[src/rtl/spike_pkg.sv]
// Shared types and helpers for the spike encode/decode blocks.
`default_nettype none

package spike_pkg;

  typedef enum logic [0:0] {
    DEC_IDLE  = 1'b0,
    DEC_COUNT = 1'b1
  } dec_state_e;

  localparam int DEF_WINDOW_LEN = 16;
  localparam int WIN_W          = $clog2(DEF_WINDOW_LEN);

  // Increment that sticks at max_val instead of wrapping.
  function automatic logic [31:0] sat_inc(input logic [31:0] val, input logic [31:0] max_val);
    return (val >= max_val) ? max_val : val + 32'd1;
  endfunction

endpackage

`default_nettype wire

[src/rtl/spike_out_reg.sv]
// spike_out_reg: valid/ready output register with sticky overrun flag.
`default_nettype none

module spike_out_reg #(
  parameter int DATA_W = 8
) (
  input  logic              clk_i,
  input  logic              rst_i,
  input  logic              load_i,
  input  logic [DATA_W-1:0] data_i,
  input  logic              ready_i,
  input  logic              clr_i,
  output logic [DATA_W-1:0] data_o,
  output logic              valid_o,
  output logic              overrun_o
);

  logic [DATA_W-1:0] data_q;
  logic              valid_q;
  logic              ovr_q;
  logic              ovr_set;

  // A load into a register that the consumer is taking this edge is not an overrun.
  assign ovr_set = load_i && valid_q && !ready_i;

  always_ff @(posedge clk_i or posedge rst_i) begin
    if (rst_i) begin
      data_q  <= '0;
      valid_q <= 1'b0;
      ovr_q   <= 1'b0;
    end else begin
      if (load_i) begin
        data_q  <= data_i;
        valid_q <= 1'b1;
      end else if (valid_q && ready_i) begin
        valid_q <= 1'b0;
      end

      if (ovr_set) begin
        ovr_q <= 1'b1;
      end else if (clr_i) begin
        ovr_q <= 1'b0;
      end
    end
  end

  assign data_o    = data_q;
  assign valid_o   = valid_q;
  assign overrun_o = ovr_q;

endmodule

`default_nettype wire

[src/rtl/spike_rate_decoder.sv]
// spike_rate_decoder: counts spikes per WINDOW_LEN-cycle window and presents the rate.
// Optional smoothing of the reported rate is enabled with SPIKE_DEC_EMA_EN.
`default_nettype none

module spike_rate_decoder
  import spike_pkg::*;
#(
  parameter int WINDOW_LEN = 16,
  parameter int CNT_W      = 8,
  parameter int EMA_SHIFT  = 2
) (
  input  logic             clk_i,
  input  logic             rst_i,
  input  logic             en_i,
  input  logic             spike_i,
  output logic [CNT_W-1:0] rate_o,
  output logic             valid_o,
  input  logic             ready_i,
  output logic             overrun_o,
  input  logic             clr_ovr_i,
  output logic             win_last_o
);

  localparam int WCNT_W = (WINDOW_LEN == DEF_WINDOW_LEN) ? WIN_W : $clog2(WINDOW_LEN);
  localparam logic [WCNT_W-1:0] WIN_LAST = WCNT_W'(WINDOW_LEN - 1);
  localparam logic [31:0]       CNT_MAX  = 32'((64'd1 << CNT_W) - 64'd1);

  if (WINDOW_LEN < 2 || WINDOW_LEN > 65535 || EMA_SHIFT < 1 || EMA_SHIFT >= CNT_W) begin : g_param_check
    $error("spike_rate_decoder: parameter out of legal range");
  end

  dec_state_e        state_q;
  logic [WCNT_W-1:0] win_cnt_q, win_cnt_d;
  logic [CNT_W-1:0]  spike_cnt_q, spike_cnt_d;
  logic [CNT_W-1:0]  cnt_final;
  logic [CNT_W-1:0]  load_data;
  logic              win_end;
  logic              load;

  assign win_end    = (state_q == DEC_COUNT) && (win_cnt_q == WIN_LAST);
  assign win_last_o = win_end;
  // Count including the current cycle's spike, so the last-cycle spike joins its window.
  assign cnt_final  = spike_i ? CNT_W'(sat_inc(32'(spike_cnt_q), CNT_MAX)) : spike_cnt_q;
  assign load       = en_i && win_end;

  always_comb begin
    win_cnt_d   = win_cnt_q + WCNT_W'(1);
    spike_cnt_d = cnt_final;
    if (!en_i || win_end) begin
      win_cnt_d   = '0;
      spike_cnt_d = '0;
    end
  end

  // In IDLE both counters sit at 0, so the enabling cycle behaves as window cycle 0.
  always_ff @(posedge clk_i or posedge rst_i) begin
    if (rst_i) begin
      state_q     <= DEC_IDLE;
      win_cnt_q   <= '0;
      spike_cnt_q <= '0;
    end else begin
      case (state_q)
        DEC_IDLE:  state_q <= en_i ? DEC_COUNT : DEC_IDLE;
        DEC_COUNT: state_q <= en_i ? DEC_COUNT : DEC_IDLE;
        default:   state_q <= DEC_IDLE;
      endcase
      win_cnt_q   <= win_cnt_d;
      spike_cnt_q <= spike_cnt_d;
    end
  end

`ifdef SPIKE_DEC_EMA_EN
  localparam int EW = CNT_W + 2;
  localparam logic signed [EW-1:0] EMA_MAX = EW'((1 << CNT_W) - 1);

  logic [CNT_W-1:0]       ema_q;
  logic [CNT_W-1:0]       ema_next;
  logic signed [EW-1:0]   ema_diff;
  logic signed [EW-1:0]   ema_sum;

  always_comb begin
    ema_diff = $signed({2'b00, cnt_final}) - $signed({2'b00, ema_q});
    ema_sum  = $signed({2'b00, ema_q}) + (ema_diff >>> EMA_SHIFT);
    if (ema_sum < 0) begin
      ema_next = '0;
    end else if (ema_sum > EMA_MAX) begin
      ema_next = EMA_MAX[CNT_W-1:0];
    end else begin
      ema_next = ema_sum[CNT_W-1:0];
    end
  end

  // Smoothing history survives early disable; only reset clears it.
  always_ff @(posedge clk_i or posedge rst_i) begin
    if (rst_i) begin
      ema_q <= '0;
    end else if (load) begin
      ema_q <= ema_next;
    end
  end

  assign load_data = ema_next;
`else
  assign load_data = cnt_final;
`endif

  spike_out_reg #(
    .DATA_W (CNT_W)
  ) u_out_reg (
    .clk_i     (clk_i),
    .rst_i     (rst_i),
    .load_i    (load),
    .data_i    (load_data),
    .ready_i   (ready_i),
    .clr_i     (clr_ovr_i),
    .data_o    (rate_o),
    .valid_o   (valid_o),
    .overrun_o (overrun_o)
  );

endmodule

`default_nettype wire

[config.mk]
export PLATFORM = sky130hd
export DESIGN_NAME = spike_rate_decoder
export DESIGN_NICKNAME = d
export VERILOG_FILES = /design/src/rtl/spike_pkg.sv /design/src/rtl/spike_out_reg.sv /design/src/rtl/spike_rate_decoder.sv
export SDC_FILE = /design/constraint.sdc
export NUM_CORES = 1
export LEC_CHECK = 0
export ABC_AREA = 1
export CORE_AREA = 5 5 51 53
export CTS_CLUSTER_DIAMETER = 40
export DETAILED_ROUTE_END_ITERATION = 8
export DIE_AREA = 0 0 56 58
export GPL_TIMING_DRIVEN = 0
export PLACE_DENSITY_LB_ADDON = 0.25
export REMOVE_ABC_BUFFERS = 1
export SLEW_MARGIN = 20
export SYNTH_ARGS = -nofsm -noshare
export SYNTH_HDL_FRONTEND = slang
export SYNTH_HIERARCHICAL = 1
export SYNTH_SLANG_ARGS = --single-unit
[constraint.sdc]
create_clock -name clk_i -period 2.8 [get_ports clk_i]
set_input_delay 0.28 -clock clk_i [delete_from_list [all_inputs] [get_ports clk_i]]
set_output_delay 0.28 -clock clk_i [all_outputs]
set_load 0.02 [all_outputs]
---- Yosys cells after proc, flatten, opt, wreduce, memory -nomap -nowiden ----
Cells that the tools add are included.
word-level totals
  word-level logic and storage cells ...... 29
  output and inout port bits .............. 11
  input port bits ......................... 6
  register bits after elaboration ......... 23
cells by class
  magnitude comparators ................... 1
  reductions and logical operators ........ 10
  mux-type cells .......................... 9
  equal/unequal tests ..................... 1
  add/subtract/negate cells ............... 2
operators with widths
  kind                                          count
  two-way mux 8 bit                             3
  adder 8 x 1 -> 8 bit (second input constant)  1
  >= comparator 8 bit (second input constant)   1
  logical AND 1 bit                             5
  two-way mux 1 bit                             5
  adder 4 x 1 -> 4 bit (second input constant)  1
  equality test 4 bit (second input constant)   1
  two-way mux 4 bit                             1
  nonzero test 2 bit                            2
  zero test 1 bit                               2
  logical OR 1 bit                              1

---- Logic depth before layout (Yosys ltp) ----
  depth after elaboration ................. 6
  gate-level depth with buffers ........... 9

---- Hierarchy ----
Netlist, hierarchy kept.
modules (own cells, without submodules)
  module              cells each  instances  seq. area each (µm²)  area an instance (µm²)
  spike_rate_decoder  90          1          325.3                 725.7
  spike_out_reg       44          1          250.2                 399.1

---- Least setup slack after synthesis ----
No wires, ideal clock.
  kind .................................... register -> register
  from .................................... register win_cnt_q[0]
  to ...................................... register spike_cnt_q[0]
  cell stages (with the launch flop) ...... 7
  clock period less this slack ............ 1.360 ns
  library setup time ...................... 0.079 ns
  buffers on the path ..................... 0
  slack ................................... 1.440 ns
  arrival time ............................ 1.281 ns
  cells stage by stage .................... dfrtp_1 > ha_1 > nand2_2 > nor2_2 > nor2_1 > clkinv_1 > a21oi_2
on the way
  word-level cells in the longest chain between the ends .. 4
ends and longest elaborated chain
  element                 line                      source
  start, declared         spike_rate_decoder.sv:33  logic [WCNT_W-1:0] win_cnt_q, win_cnt_d;
  start signal, assigned  spike_rate_decoder.sv:67  win_cnt_q <= win_cnt_d;
  equality test 4 bit     spike_rate_decoder.sv:40  assign win_end = (state_q == DEC_COUNT) && (win_cnt_q == WIN_LAST);
  logical AND 1 bit       spike_rate_decoder.sv:40
  via win_last_o          spike_rate_decoder.sv:21  output logic win_last_o
  logical OR 1 bit        spike_rate_decoder.sv:49  if (!en_i || win_end) begin
  two-way mux 8 bit       spike_rate_decoder.sv:49
  via spike_cnt_d[0]      spike_rate_decoder.sv:34  logic [CNT_W-1:0] spike_cnt_q, spike_cnt_d;
  end signal, assigned    spike_rate_decoder.sv:68  spike_cnt_q <= spike_cnt_d;
  end, declared           spike_rate_decoder.sv:34
The timed path passes the listed nets, and every way through them passes these cells.
A chain may end at the register's enable or synchronous reset.

---- Final worst setup path ----
  from .................................... register win_cnt_q[0]
  to ...................................... output port win_last_o
on the way
  word-level cells in the longest chain between the ends .. 2
ends and longest elaborated chain
  element              line
  equality test 4 bit  spike_rate_decoder.sv:40
  logical AND 1 bit    spike_rate_decoder.sv:40
  end, declared        spike_rate_decoder.sv:21
No other way between the ends.

==> run summary <==
outcome -> finished clean
Cell Area, Synth -> 0.00112 sq mm
max-cap violation count -> 0
RSZ-0062 raised after global routing -> false
total gr overflow -> 0
final hold viol count -> 0
Util after Layout -> 63.2%
vias in the first global route -> 913
Synth area leader -> dfrtp_1
slew of the pin with the lowest slew margin -> 0.872 ns
initial antenna violation count -> 0
DP HPWL -> 1.70 mm
gr usage total -> 15.0%
period utilisation layout -> 72.8%
Reg clk slew, reported paths -> 0.13 ns
CTS tree -> done
quantity of gates resized following cts -> 0
Area growth, synth to finish -> 18.2%
antenna cells -> 0
post-route cell area -> 0.00133 sq mm
die area -> 0.00325 sq mm
synth warn -> 6
asr flop ratio synth -> 100%
Clk Latency, worst-skew pair -> 0.32 ns
final setup margin -> 0.761 ns
DRT Pass-1 Iters -> 4
Die W -> 56 um
Hold Crit Class -> input port to async pin
pre-CTS setup slack -> 0.897 ns
die height -> 58 um
top cells by area, synth -> dfrtp_1 (51%), nand2_1 (18%), inv_1 (5.0%)
Post-DRT Antenna Nets -> 0
Rows -> 17
synth unique cells -> 21
Vias -> 878
power share of the combinational group -> 10.1%
Max Slew Vio Count -> 0
crit path launch type -> register
Synth top cells by count -> nand2_1 (54), dfrtp_1 (23), inv_1 (15)
clock network power share -> 27.7%
WL/cell -> 12.0 um
Synth Flop Type -> dfrtp_1
io pins -> 17
nets@finish -> 161
worst-path maximum fanout -> 3
H-tree levels -> 1
CP Class -> register to output port
CP peak stage delay -> 0.62 ns
cell with the most instances after synthesis -> nand2_1
Via density -> 4.88
endpoint type of the worst setup path -> output port
Critical Path AT -> 1.76 ns
sw frac -> 25.2%
synthesis-stage register bit count -> 23
Power Density -> 423 mW/mm^2
# setup viols final -> 0
layout cells sized above 1 -> 11.8%
CTS Sinks -> 23
sequential-to-total area share from yosys stat -> 51.2%
Mapped Avg Cell Area -> 8.39 sq um
Starting Density -> 53.4%
root buf cell -> clkbuf_4
PortBufs -> 16
overall routed net length -> 2.16 mm
CP Cell Sequence -> ha_1, nand2_2, nor2_2, clkdlybuf4s50_1
min Tclk post-route -> 2.04 ns
postcts setup bufs -> 0
CP required -> 2.52 ns
first-pass GRT wire length -> 3.79 mm
EDFF count, synth -> 0
setup_tns -> 0 ns
Final Skew -> 0.0103 ns
Inserted Clock Buffers -> 3
DRC Markers -> 0
relative slew slack -> 41.6%
gpl congestion -> 0.759
LEAKAGE -> 0.000683 uW
net switching power -> 142 uW
P_int -> 420 uW
Reg power frac -> 62.3%
fill cell count -> 181
largest net degree at the start of global routing -> 14
Slowest-stage cell, CP -> clkdlybuf4s50_1
core box area -> 0.00211 sq mm
Overall Power -> 562 uW
Syn Inst Count -> 134
post-synth top area share -> 51.2%
fmax -> 490 MHz
cell area after placement -> 0.00130 sq mm
CTS max path bufs -> 2
DR iter-0 viols -> 15
VDD IR max -> 0.313 mV
Post-CTS Hold Fix Bufs -> 0
[worst max-delay path, delay by kind of cell (launching register included)]
family,cells,cell delay (ns)
buffers and inverters,1,0.62
DFF,1,0.39
and+or+nand+nor,2,0.23
adders and majority gates,1,0.21
[area by class of cell]
| type | count | area (sq um) | share of cell area, % |
|---|---|---|---|
| flip-flops and latches | 23 | 576 | 43.3 |
| multi-input cells | 91 | 457 | 34.3 |
| repair buffers | 16 | 160 | 12.0 |
| inverters | 18 | 75.1 | 5.64 |
| well taps | 28 | 35.0 | 2.63 |
| clock buffers | 3 | 22.5 | 1.69 |
| clock inverters | 1 | 5.00 | 0.376 |
[metrics by stage]
| step | hold slack [ns] | cells |
|---|---|---|
| final | 0.244 | 180 |
| after global placement | 0.454 | 176 |
| after floorplan | 0.120 | 132 |
| after CTS | 0.255 | 180 |
| after global routing | 0.290 | 180 |
| after detailed placement | 0.457 | 176 |
[worst paths after layout]
kind | slack (ns) | to | startpoint | cells past startpoint
max | 0.76 | win_last_o | win_cnt_q[0]$_DFF_PP0_ | 4
min | 0.24 | u_out_reg/overrun_o$_DFFE_PP0P_ | rst_i | 2
max reg2reg | 1.10 | u_out_reg/data_o[4]$_DFFE_PP0P_ | win_cnt_q[0]$_DFF_PP0_ | 6
min reg2reg | 0.47 | win_cnt_q[0]$_DFF_PP0_ | win_cnt_q[0]$_DFF_PP0_ | 1
max in group asynchronous | 2.16 | win_cnt_q[0]$_DFF_PP0_ | rst_i | 2
min in group clk_i | 0.43 | state_q$_DFF_PP0_ | en_i | 1
[cell usage in the layout, fill, tap and decap left out, types with 2 or more instances in the layout]
cell,n
inv_1,15
nand3_2,2
nand2_1,54
dfrtp_1,23
clkinv_1,2
nor2_4,2
nor2_1,10
nand3_1,6
clkdlybuf4s50_1,16
nand2_2,2
ha_1,2
clkbuf_4,3
a21oi_2,5
[sequential cells by signal, summed over array words and instances, names as in the netlist]
name                 flops
spike_cnt_q              8
state_q                  1
u_out_reg/data_o         8
u_out_reg/overrun_o      1
u_out_reg/valid_o        1
win_cnt_q                4
[per-layer routing]
metal  up-vias  wire (um)  track usage [%]
met1       409        852             15.8
met5         -          0                0
li1        446          -                -
met2        16       1170             28.5
met4         0         62             8.14
met3         7         66             2.23
[power groups by stage]
stage / Combinational (uW) / Sequential [uW] / Clock, uW
2_1_floorplan: 29.8 / 360 / 0
3_3_place_gp: 55.9 / 356 / 0
3_5_place_dp: 58.0 / 357 / 0
4_1_cts: 58.2 / 350 / 160
5_1_grt: 64.6 / 352 / 174
6_report: 56.7 / 350 / 155
[cell families (layout without fill, tap and decap cells)]
| logic type | Yosys count | in the layout | synth area share, % |
|---|---|---|---|
| muxes | 1 | 1 | 0.890 |
| xor gates and xnor gates | 2 | 2 | 1.56 |
| AOI/OAI and AO/OA | 7 | 7 | 5.01 |
| adders and majority gates | 2 | 2 | 2.22 |
| and+or+nand+nor | 79 | 79 | 30.5 |
| buffers and inverters | 20 | 38 | 8.68 |
| DFF | 23 | 23 | 51.2 |
(Power assumes the default switching activity.)
